File: src/rtl/fifo_sync_param.sv
// Parametrised single-clock FIFO with almost-full/almost-empty flags,
// sticky overflow/underflow errors and an empty-FIFO read/write bypass.
module fifo_sync_param #(
  parameter int DATA_WIDTH = 8,
  parameter int ADDR_WIDTH = 5,
  parameter int AF_LEVEL   = 28,
  parameter int AE_LEVEL   = 4
) (
  input  logic                  CLOCK,
  input  logic                  RESET_N,
  input  logic                  CLEAR_N,
  input  logic [DATA_WIDTH-1:0] DATA_IN,
  input  logic                  WRITE,
  input  logic                  READ,
  output logic [DATA_WIDTH-1:0] DATA_OUT,
  output logic                  F_FULL_N,
  output logic                  F_EMPTY_N,
  output logic                  F_AFULL_N,
  output logic                  F_AEMPTY_N,
  output logic [ADDR_WIDTH:0]   USE_DW,
  output logic                  OVERFLOW,
  output logic                  UNDERFLOW,
  output logic [1:0]            FSM_STATE
);

  localparam int DEPTH = 1 << ADDR_WIDTH;
  localparam logic [ADDR_WIDTH:0]   DEPTH_C = (ADDR_WIDTH+1)'(DEPTH);
  localparam logic [ADDR_WIDTH:0]   AF_C    = (ADDR_WIDTH+1)'(AF_LEVEL);
  localparam logic [ADDR_WIDTH:0]   AE_C    = (ADDR_WIDTH+1)'(AE_LEVEL);
  localparam logic [ADDR_WIDTH:0]   CNT_ONE = (ADDR_WIDTH+1)'(1);
  localparam logic [ADDR_WIDTH-1:0] PTR_ONE = ADDR_WIDTH'(1);

  if (ADDR_WIDTH < 2) begin : g_bad_addr_width
    $error("fifo_sync_param: ADDR_WIDTH must be at least 2");
  end
  if (AE_LEVEL < 0 || AE_LEVEL >= AF_LEVEL || AF_LEVEL > DEPTH) begin : g_bad_levels
    $error("fifo_sync_param: need 0 <= AE_LEVEL < AF_LEVEL <= DEPTH");
  end

  typedef enum logic [1:0] {
    EMPTY   = 2'd0,
    PARTIAL = 2'd1,
    FULL    = 2'd2
  } state_t;

  state_t                  state, state_nxt;
  logic [ADDR_WIDTH:0]     count, count_nxt;
  logic [ADDR_WIDTH-1:0]   wr_ptr, rd_ptr;
  logic                    wr_en, rd_en, bypass, set_of, set_uf;
  logic [DATA_WIDTH-1:0]   mem [DEPTH];

  always_comb begin
    wr_en  = 1'b0;
    rd_en  = 1'b0;
    bypass = 1'b0;
    set_of = 1'b0;
    set_uf = 1'b0;
    unique case (state)
      EMPTY: begin
        // Simultaneous read and write on an empty FIFO passes the word straight through.
        if (WRITE && READ) bypass = 1'b1;
        else if (WRITE)    wr_en  = 1'b1;
        else if (READ)     set_uf = 1'b1;
      end
      PARTIAL: begin
        wr_en = WRITE;
        rd_en = READ;
      end
      FULL: begin
        rd_en = READ;
        wr_en = WRITE && READ;
        set_of = WRITE && !READ;
      end
      default: ;
    endcase

    count_nxt = count;
    if (wr_en && !rd_en)      count_nxt = count + CNT_ONE;
    else if (rd_en && !wr_en) count_nxt = count - CNT_ONE;

    if (count_nxt == '0)           state_nxt = EMPTY;
    else if (count_nxt == DEPTH_C) state_nxt = FULL;
    else                           state_nxt = PARTIAL;
  end

  always_ff @(posedge CLOCK) begin
    if (wr_en) mem[wr_ptr] <= DATA_IN;
  end

  always_ff @(posedge CLOCK or negedge RESET_N) begin
    if (!RESET_N) begin
      state     <= EMPTY;
      count     <= '0;
      wr_ptr    <= '0;
      rd_ptr    <= '0;
      DATA_OUT  <= '0;
      OVERFLOW  <= 1'b0;
      UNDERFLOW <= 1'b0;
    end else if (!CLEAR_N) begin
      state     <= EMPTY;
      count     <= '0;
      wr_ptr    <= '0;
      rd_ptr    <= '0;
      DATA_OUT  <= '0;
      OVERFLOW  <= 1'b0;
      UNDERFLOW <= 1'b0;
    end else begin
      state <= state_nxt;
      count <= count_nxt;
      if (wr_en) wr_ptr <= wr_ptr + PTR_ONE;
      if (rd_en) begin
        rd_ptr   <= rd_ptr + PTR_ONE;
        DATA_OUT <= mem[rd_ptr];
      end else if (bypass) begin
        DATA_OUT <= DATA_IN;
      end
      if (set_of) OVERFLOW  <= 1'b1;
      if (set_uf) UNDERFLOW <= 1'b1;
    end
  end

  assign USE_DW     = count;
  assign FSM_STATE  = state;
  assign F_FULL_N   = (state != FULL);
  assign F_EMPTY_N  = (state != EMPTY);
  assign F_AFULL_N  = !(count >= AF_C);
  assign F_AEMPTY_N = !(count <= AE_C);

  a_count_range: assert property (@(posedge CLOCK) disable iff (!RESET_N)
    count <= DEPTH_C);
  a_full_empty_excl: assert property (@(posedge CLOCK) disable iff (!RESET_N)
    !(!F_FULL_N && !F_EMPTY_N));
  // Clear may drop the count arbitrarily; otherwise it moves by at most one.
  a_count_step: assert property (@(posedge CLOCK) disable iff (!RESET_N)
    CLEAR_N |-> (count_nxt == count) || (count_nxt == count + CNT_ONE) ||
                (count == count_nxt + CNT_ONE));

endmodule

File: config.mk
export PLATFORM = sky130hd
export DESIGN_NAME = fifo_sync_param
export DESIGN_NICKNAME = d
export VERILOG_FILES = /design/src/rtl/fifo_sync_param.sv
export SDC_FILE = /design/constraint.sdc
export NUM_CORES = 1
export LEC_CHECK = 0
export ABC_CLOCK_PERIOD_IN_PS = 3140
export BUFFER_PORTS_ARGS = -buffer_cell sky130_fd_sc_hd__buf_2
export CORE_MARGIN = 8
export CORE_UTILIZATION = 35
export DETAILED_ROUTE_END_ITERATION = 10
export PLACE_DENSITY = 0.49
export SKIP_CTS_REPAIR_TIMING = 1
export SYNTH_ARGS = -nofsm -noshare
export SYNTH_HDL_FRONTEND = slang
export SYNTH_SLANG_ARGS = --single-unit
File: constraint.sdc
create_clock -name CLOCK -period 3.14 [get_ports CLOCK]
set_input_delay 0.471 -clock CLOCK [delete_from_list [all_inputs] [get_ports CLOCK]]
set_output_delay 0.471 -clock CLOCK [all_outputs]
set_load 0.02 [all_outputs]
==> results of run 1 <==
[power groups by stage]
| stage | Sequential, W | Combinational (W) | Clock, W |
|---|---|---|---|
| 3_3_place_gp | 0.00458 | 0.00166 | 0 |
| 5_1_grt | 0.00454 | 0.00183 | 0.00374 |
| 6_report | 0.00451 | 0.00168 | 0.00349 |
| 3_5_place_dp | 0.00459 | 0.00170 | 0 |
| 4_1_cts | 0.00452 | 0.00171 | 0.00359 |
| 2_1_floorplan | 0.00451 | 0.00120 | 0 |
[area by class of cell]
class,count,area [µm²]
clock buffers,41,843
clock inverters,16,149
fillers,2916,19100
inverters,10,37.5
multi-input cells,333,3000
flip-flops and latches,284,8390
well taps,442,553
repair buffers,83,551
[layer usage]
layer	track usage [%]	wire (µm)
met2	20.8	12000
met3	2.60	1270
met5	0	0
met4	3.73	554
met1	19.3	12500
[Yosys cell counts (5+ instances only)]
cell type / count
nor3_1: 10
o221ai_1: 8
mux4_2: 42
nand3_1: 7
o311ai_1: 6
and2_1: 12
nor2_1: 50
clkbuf_1: 19
nand2_1: 27
inv_1: 10
a2111oi_0: 7
a21boi_0: 5
o22ai_1: 15
xnor2_1: 8
ha_1: 12
buf_2: 8
a211oi_1: 8
buf_4: 6
dfrtp_1: 28
mux2i_1: 39
mux2_2: 14
nand3b_1: 10
edfxtp_1: 256
[cells by family (layout without fill, tap and decap cells)]
family,Yosys count,count (layout),synth area share [%]
xor+xnor,10,10,0.755
fa+ha+maj,12,12,1.29
mux,95,95,12.9
simple gates,139,139,5.97
compound gates,77,77,4.99
flops,284,284,72.3
buf+inv,46,150,1.83
[worst max-delay path by stage]
stage	endpoint	slack, ns	cells past startpoint
global placement	DATA_OUT[4]	0.55	5
global route	DATA_OUT[4]	0.25	5
CTS	DATA_OUT[4]	0.45	5
floorplan	mem[23][0]	0.34	6
detailed placement	DATA_OUT[4]	0.53	5
finish	DATA_OUT[4]	0.45	5
[worst max-delay path, stage by stage, from the launching register on]
cell	delay, ns
dfrtp_2	0.85
nand3_1	0.47
buf_4	0.33
o221ai_1	0.32
a211oi_1	0.15
o311ai_0	0.42
[sequential cells by signal, indices dropped and copies added, names as in the netlist]
signal,cells
UNDERFLOW,1
mem,256
OVERFLOW,1
rd_ptr,5
wr_ptr,5
USE_DW,6
FSM_STATE,2
DATA_OUT,8
[stage by stage]
stage,hold slack [ns],std cells
after floorplan,0.175,663
after global placement,0.473,1152
after detailed placement,0.487,1152
after CTS,-0.0274,1209
after global routing,0.00305,1209
final,-0.0183,1209
==> metrics.txt, run 1 <==
# TYPE chip_impl_metric gauge
chip_impl_info{name="cp-start-kind",value="flip-flop"} 1
chip_impl_metric{name="fmax",unit="MHz"} 372
chip_impl_metric{name="yosysWarnings",unit=""} 0
chip_impl_metric{name="diodes",unit=""} 0
chip_impl_metric{name="drt_iter0_drc",unit=""} 438
chip_impl_metric{name="yosys_register_bits",unit=""} 284
chip_impl_info{name="regToRegEndpoint",value="DATA_OUT[4]"} 1
chip_impl_metric{name="final_layout_size_suffix_gt1_share",unit="%"} 25.7
chip_impl_metric{name="wl_per_cell",unit="µm"} 21.8
chip_impl_info{name="synth_area_leaders",value="edfxtp_1 66%, mux4_2 8.2%, dfrtp_1 6.0%, mux2i_1 3.4%, nor2_1 1.6%"} 1
chip_impl_metric{name="cts-buffers-inserted",unit=""} 31
chip_impl_metric{name="clockPowerShare",unit="%"} 36.0
chip_impl_metric{name="timing_max_transition_violations_final",unit=""} 0
chip_impl_metric{name="cts-root-to-sink-buffers",unit=""} 3
chip_impl_metric{name="start_util",unit="%"} 35.6
chip_impl_metric{name="power_density",unit="nW/µm²"} 715
chip_impl_metric{name="finalSetupTns",unit="ns"} 0
chip_impl_metric{name="static-leakage-power",unit="nW"} 4.47
chip_impl_metric{name="drc",unit=""} 0
chip_impl_metric{name="postRouteAntennaNets",unit=""} 0
chip_impl_metric{name="pwr-share-seq",unit="%"} 46.6
chip_impl_metric{name="clk-insertion-delay-late",unit="ns"} 0.54
chip_impl_metric{name="grt_pass1_vias",unit=""} 6511
chip_impl_metric{name="power_switching_share",unit="%"} 27.0
chip_impl_metric{name="num_vias",unit=""} 6205
chip_impl_metric{name="globalRouteTotalUtil",unit="%"} 13.5
chip_impl_metric{name="cp.required",unit="ns"} 3.53
chip_impl_metric{name="drv.max_cap_violation_count",unit=""} 0
chip_impl_metric{name="seq_area_frac_synth",unit="%"} 72.3
chip_impl_metric{name="rr_worst_depth",unit=""} 5
chip_impl_metric{name="hpwl",unit="µm"} 17100
chip_impl_info{name="layout_common_cells",value="256 x edfxtp_1, 50 x nor2_1, 48 x buf_4"} 1
chip_impl_metric{name="cts.sinks",unit=""} 284
chip_impl_metric{name="place_ws",unit="ns"} 0.534
chip_impl_metric{name="port_buffer_count",unit=""} 34
chip_impl_metric{name="postSynthCellCount",unit=""} 663
chip_impl_info{name="regToRegStartpoint",value="rd_ptr[1]"} 1
chip_impl_info{name="synth-main-ff-cell",value="edfxtp_1"} 1
chip_impl_info{name="violations",value="hold timing"} 1
chip_impl_info{name="rsz_0062_raised_after_global_routing",value="false"} 1
chip_impl_metric{name="hold_violation_total_from_the_final_report",unit=""} 19
chip_impl_metric{name="routed_wl",unit="µm"} 26300
chip_impl_metric{name="max_slew.worst_pin.slew",unit="ns"} 0.754
chip_impl_metric{name="detailed_place.area",unit="µm²"} 12500
chip_impl_metric{name="synthesized_nets",unit=""} 688
chip_impl_info{name="timing.critical_path.to_type",value="flip-flop"} 1
chip_impl_metric{name="die_area",unit="µm²"} 39200
chip_impl_metric{name="postSynth.asyncResetShare",unit="%"} 9.86
chip_impl_metric{name="critPathMaxFanout",unit=""} 29
chip_impl_metric{name="flow.area_growth_from_synthesis",unit="%"} 16.6
chip_impl_info{name="worstHoldPathType",value="in2async"} 1
chip_impl_metric{name="net-switching-power",unit="W"} 0.00261
chip_impl_metric{name="clock-skew-final",unit="ns"} 0.0137
chip_impl_metric{name="final_period_minus_worst_setup_slack",unit="ns"} 2.69
chip_impl_metric{name="placement_rows",unit=""} 66
chip_impl_metric{name="timing.reg2reg.setup_slack",unit="ns"} 0.45
chip_impl_metric{name="finalCritPeriodShare",unit="%"} 85.7
chip_impl_metric{name="power_total",unit="W"} 0.00967
chip_impl_metric{name="initial_antenna_violation_count",unit=""} 0
chip_impl_metric{name="top_level_ports",unit=""} 35
chip_impl_metric{name="cts-htree-levels",unit=""} 1
chip_impl_metric{name="floorplan.die.width",unit="µm"} 198
chip_impl_metric{name="height_of_the_die",unit="µm"} 198
chip_impl_metric{name="number_of_flops_mapped_to_enable_cells_by_yosys",unit=""} 256
chip_impl_info{name="mostFrequentLayoutCell",value="edfxtp_1"} 1
chip_impl_info{name="run_status",value="complete, but fails checks"} 1
chip_impl_metric{name="dr.pass1.iters",unit=""} 4
chip_impl_metric{name="routabilityCongestion",unit=""} 0.792
chip_impl_metric{name="slew_headroom",unit="%"} 49.7
chip_impl_metric{name="finish.utilization",unit="%"} 41.5
chip_impl_metric{name="synthesis.area_per_instance",unit="µm²"} 17.5
chip_impl_metric{name="p_comb_share",unit="%"} 17.4
chip_impl_metric{name="post-synth-top-area-fraction",unit="%"} 66.2
chip_impl_info{name="cts.root.buffer_cell",value="clkbuf_16"} 1
chip_impl_metric{name="internal_power",unit="W"} 0.00706
chip_impl_info{name="dominant_cell_type_by_area_after_synthesis",value="edfxtp_1"} 1
chip_impl_metric{name="arrival",unit="ns"} 3.08
chip_impl_info{name="timing.critical_path.from",value="rd_ptr[1]"} 1
chip_impl_metric{name="report.final.setup_viol",unit=""} 0
chip_impl_metric{name="drt-vias-per-instance",unit=""} 5.13
chip_impl_metric{name="worst_hold_slack",unit="ns"} -0.0183
chip_impl_metric{name="grt_first_pass_wirelength",unit="µm"} 40400
chip_impl_metric{name="synth_cell_type_count",unit=""} 53
chip_impl_metric{name="design_area",unit="µm²"} 13500
chip_impl_metric{name="pin_count_of_the_biggest_net_entering_global_routing",unit=""} 34
chip_impl_metric{name="grt_overflow_total",unit=""} 0
chip_impl_info{name="tritoncts",value="built"} 1
chip_impl_metric{name="setup_ws",unit="ns"} 0.448
chip_impl_metric{name="max-vdd-ir-drop",unit="µV"} 398
chip_impl_metric{name="combined_area_of_all_synthesized_cells",unit="µm²"} 11600
chip_impl_info{name="crit_path_kind",value="reg2reg"} 1
chip_impl_metric{name="worst_setup_hold_path_clk_slew",unit="ns"} 0.06
chip_impl_metric{name="num-nets-final",unit=""} 768
chip_impl_metric{name="placeableCoreArea",unit="µm²"} 32600
Power figures use the tool's default switching activity.
==> run 2: changes to the inputs <==
--- a/config.mk
+++ b/config.mk
@@ -5,6 +5,7 @@
 export SDC_FILE = /design/constraint.sdc
 export NUM_CORES = 1
 export LEC_CHECK = 0
+export ABC_AREA = 1
 export ABC_CLOCK_PERIOD_IN_PS = 3140
 export BUFFER_PORTS_ARGS = -buffer_cell sky130_fd_sc_hd__buf_2
 export CORE_MARGIN = 8
==> metrics.txt, run 2 <==
# TYPE chip_impl_metric gauge
chip_impl_metric{name="seq_area_frac_synth",unit="%"} 69.1
chip_impl_metric{name="fmax",unit="MHz"} 386
chip_impl_info{name="synth-main-ff-cell",value="edfxtp_1"} 1
chip_impl_info{name="critPathSlowestCell",value="nor2_1"} 1
chip_impl_metric{name="max_slew.worst_pin.slew",unit="ns"} 0.938
chip_impl_metric{name="grt_overflow_total",unit=""} 0
chip_impl_metric{name="diodes",unit=""} 0
chip_impl_info{name="path_cells",value="inv_1 > ha_1 > nand2_1 > nand3_1 > nand2_2 > inv_1 > nand2_1 > nor2_1"} 1
chip_impl_metric{name="layout.filler_cells",unit=""} 3440
chip_impl_metric{name="cts-buffers-inserted",unit=""} 30
chip_impl_metric{name="post-synth-top-area-fraction",unit="%"} 63.3
chip_impl_metric{name="combined_area_of_all_synthesized_cells",unit="µm²"} 12100
chip_impl_info{name="rsz_0062_raised_after_global_routing",value="false"} 1
chip_impl_metric{name="num-nets-final",unit=""} 1226
chip_impl_info{name="cts.root.buffer_cell",value="clkbuf_16"} 1
chip_impl_metric{name="worst_path_largest_cell_delay",unit="ns"} 0.62
chip_impl_metric{name="hpwl",unit="µm"} 19400
chip_impl_metric{name="multiInputGateArea",unit="µm²"} 3360
chip_impl_metric{name="postSynth.asyncResetShare",unit="%"} 9.86
chip_impl_metric{name="start_util",unit="%"} 35.3
chip_impl_metric{name="critPathMaxFanout",unit=""} 16
chip_impl_metric{name="worst_setup_hold_path_clk_slew",unit="ns"} 0.06
chip_impl_info{name="worstHoldPathType",value="in2reg"} 1
chip_impl_metric{name="synthesis.area_per_instance",unit="µm²"} 10.5
chip_impl_metric{name="clk-insertion-delay-late",unit="ns"} 0.56
chip_impl_metric{name="flow.area_growth_from_synthesis",unit="%"} 15.3
chip_impl_metric{name="postRouteAntennaNets",unit=""} 0
chip_impl_metric{name="final_layout_size_suffix_gt1_share",unit="%"} 10.1
chip_impl_info{name="layout_common_cells",value="402 x nand2_1, 256 x edfxtp_1, 144 x nor2_1"} 1
chip_impl_metric{name="yosysWarnings",unit=""} 0
chip_impl_info{name="synth_area_leaders",value="edfxtp_1 63%, nand2_1 12%, dfrtp_1 5.8%, nand3_1 5.2%, nor2_1 4.5%"} 1
chip_impl_metric{name="drv.max_cap_violation_count",unit=""} 0
chip_impl_metric{name="die_area",unit="µm²"} 40900
chip_impl_metric{name="height_of_the_die",unit="µm"} 202
chip_impl_metric{name="number_of_flops_mapped_to_enable_cells_by_yosys",unit=""} 256
chip_impl_info{name="crit_path_kind",value="reg2reg"} 1
chip_impl_metric{name="placement_rows",unit=""} 68
chip_impl_metric{name="finalSetupTns",unit="ns"} 0
chip_impl_metric{name="placeableCoreArea",unit="µm²"} 34400
chip_impl_metric{name="setup_ws",unit="ns"} 0.547
chip_impl_metric{name="initial_antenna_violation_count",unit=""} 0
chip_impl_metric{name="clock-skew-final",unit="ns"} 0.0303
chip_impl_info{name="synthMostInstantiatedCell",value="nand2_1"} 1
chip_impl_metric{name="arrival",unit="ns"} 2.77
chip_impl_info{name="synth_top_cells_by_count",value="402 x nand2_1, 256 x edfxtp_1, 144 x nor2_1, 125 x nand3_1, 37 x o21ai_0"} 1
chip_impl_metric{name="cts.sinks",unit=""} 284
chip_impl_metric{name="yosys_register_bits",unit=""} 284
chip_impl_metric{name="globalRouteTotalUtil",unit="%"} 15.6
chip_impl_metric{name="dr.pass1.iters",unit=""} 5
chip_impl_metric{name="synthesized_nets",unit=""} 1180
chip_impl_metric{name="top_level_ports",unit=""} 35
chip_impl_info{name="run_status",value="finished clean"} 1
chip_impl_metric{name="slew_headroom",unit="%"} 37.5
chip_impl_metric{name="grt_pass1_vias",unit=""} 8359
chip_impl_info{name="cp-start-kind",value="flip-flop"} 1
chip_impl_info{name="mostFrequentLayoutCell",value="nand2_1"} 1
chip_impl_metric{name="area.sequential",unit="µm²"} 8390
chip_impl_metric{name="routabilityCongestion",unit=""} 0.851
chip_impl_metric{name="drc",unit=""} 0
chip_impl_metric{name="finalCritPeriodShare",unit="%"} 82.6
chip_impl_metric{name="wl_per_cell",unit="µm"} 19.2
chip_impl_metric{name="report.final.setup_viol",unit=""} 0
chip_impl_metric{name="power_density",unit="nW/µm²"} 754
chip_impl_metric{name="postSynthCellCount",unit=""} 1155
chip_impl_metric{name="synth_cell_type_count",unit=""} 29
chip_impl_metric{name="timing_max_transition_violations_final",unit=""} 0
chip_impl_info{name="timing.critical_path.to_type",value="flip-flop"} 1
chip_impl_metric{name="cts-root-to-sink-buffers",unit=""} 3
chip_impl_info{name="top_register",value="mem"} 1
chip_impl_metric{name="drt_iter0_drc",unit=""} 544
chip_impl_metric{name="drt-vias-per-instance",unit=""} 4.89
chip_impl_metric{name="hold_violation_total_from_the_final_report",unit=""} 0
chip_impl_metric{name="cp.required",unit="ns"} 3.31
chip_impl_metric{name="max-vdd-ir-drop",unit="µV"} 615
chip_impl_info{name="dominant_cell_type_by_area_after_synthesis",value="edfxtp_1"} 1
chip_impl_metric{name="place_ws",unit="ns"} 0.605
chip_impl_metric{name="final_period_minus_worst_setup_slack",unit="ns"} 2.59
chip_impl_metric{name="grt_first_pass_wirelength",unit="µm"} 50100
chip_impl_metric{name="num_vias",unit=""} 8223
chip_impl_info{name="tritoncts",value="built"} 1
chip_impl_metric{name="cts-htree-levels",unit=""} 1
chip_impl_metric{name="floorplan.die.width",unit="µm"} 202
chip_impl_metric{name="pin_count_of_the_biggest_net_entering_global_routing",unit=""} 117
chip_impl_metric{name="routed_wl",unit="µm"} 32200
chip_impl_metric{name="static-leakage-power",unit="nW"} 5.40
chip_impl_metric{name="largest_register_ff_count",unit=""} 256
chip_impl_metric{name="port_buffer_count",unit=""} 34
[run 2: critical path: cells and delay by family (launching register included)]
kind	cells	cell delay [ns]
DFF	1	0.41
buffers and inverters	2	0.26
and+or+nand+nor	5	1.33
adders and majority gates	1	0.21
[run 2: where the power goes]
group | switching (W) | leakage, nW | internal, W
combinational | 0.00164 | 2.20 | 0.000696
clock | 0.00149 | 0.524 | 0.00229
sequential | 0.000153 | 2.68 | 0.00428
[run 2: final cells by class]
cell class                      count  share of cell area, %
Tap cell                          455                   4.07
Clock buffer                       34                   5.62
Clock inverter                     22                   1.89
Inverter                           36                  0.974
Timing Repair Buffer               69                   3.47
Multi-Input combinational cell    780                   24.0
Sequential cell                   284                   60.0
[run 2: cell families after synthesis]
group           synth area share (%)
xor+xnor                       0.433
buf+inv                         3.20
flops                           69.1
compound gates                  3.31
fa+ha+maj                       1.24
simple gates                    22.7
[run 2: metrics by stage]
step | hold WS [ns] | area (µm²) | cells | power [W] | util (%)
floorplan | 0.175 | 12100 | 1155 | 0.00609 | -
global placement | 0.464 | 12900 | 1623 | 0.00686 | 37.6
detailed placement | 0.469 | 12900 | 1623 | 0.00686 | 37.6
CTS | -0.0511 | 14000 | 1679 | 0.0106 | 40.7
global route | 0.294 | 14000 | 1680 | 0.0111 | 40.7
finish | 0.286 | 14000 | 1680 | 0.0106 | 40.7
[run 2: layer usage]
metal / global-route usage, % / share of wire (%) / vias up
li1: - / - / 3996
met1: 21.8 / 47 / 4008
met2: 25.8 / 47 / 178
met3: 1.86 / 4.2 / 41
met4: 3.50 / 1.9 / 0
met5: 0 / 0 / -
[run 2: worst paths after layout]
kind,slack (ns),startpoint,cells past startpoint,endpoint
worst max-delay path,0.55,FSM_STATE[0],8,mem[24][0]
worst min-delay path,0.29,WRITE,4,UNDERFLOW
worst max register to register,0.55,FSM_STATE[0],8,mem[24][0]
worst min register to register,0.48,DATA_OUT[1],2,DATA_OUT[1]
max in group asynchronous,2.17,RESET_N,2,rd_ptr[0]
min in group asynchronous,0.47,RESET_N,2,USE_DW[1]
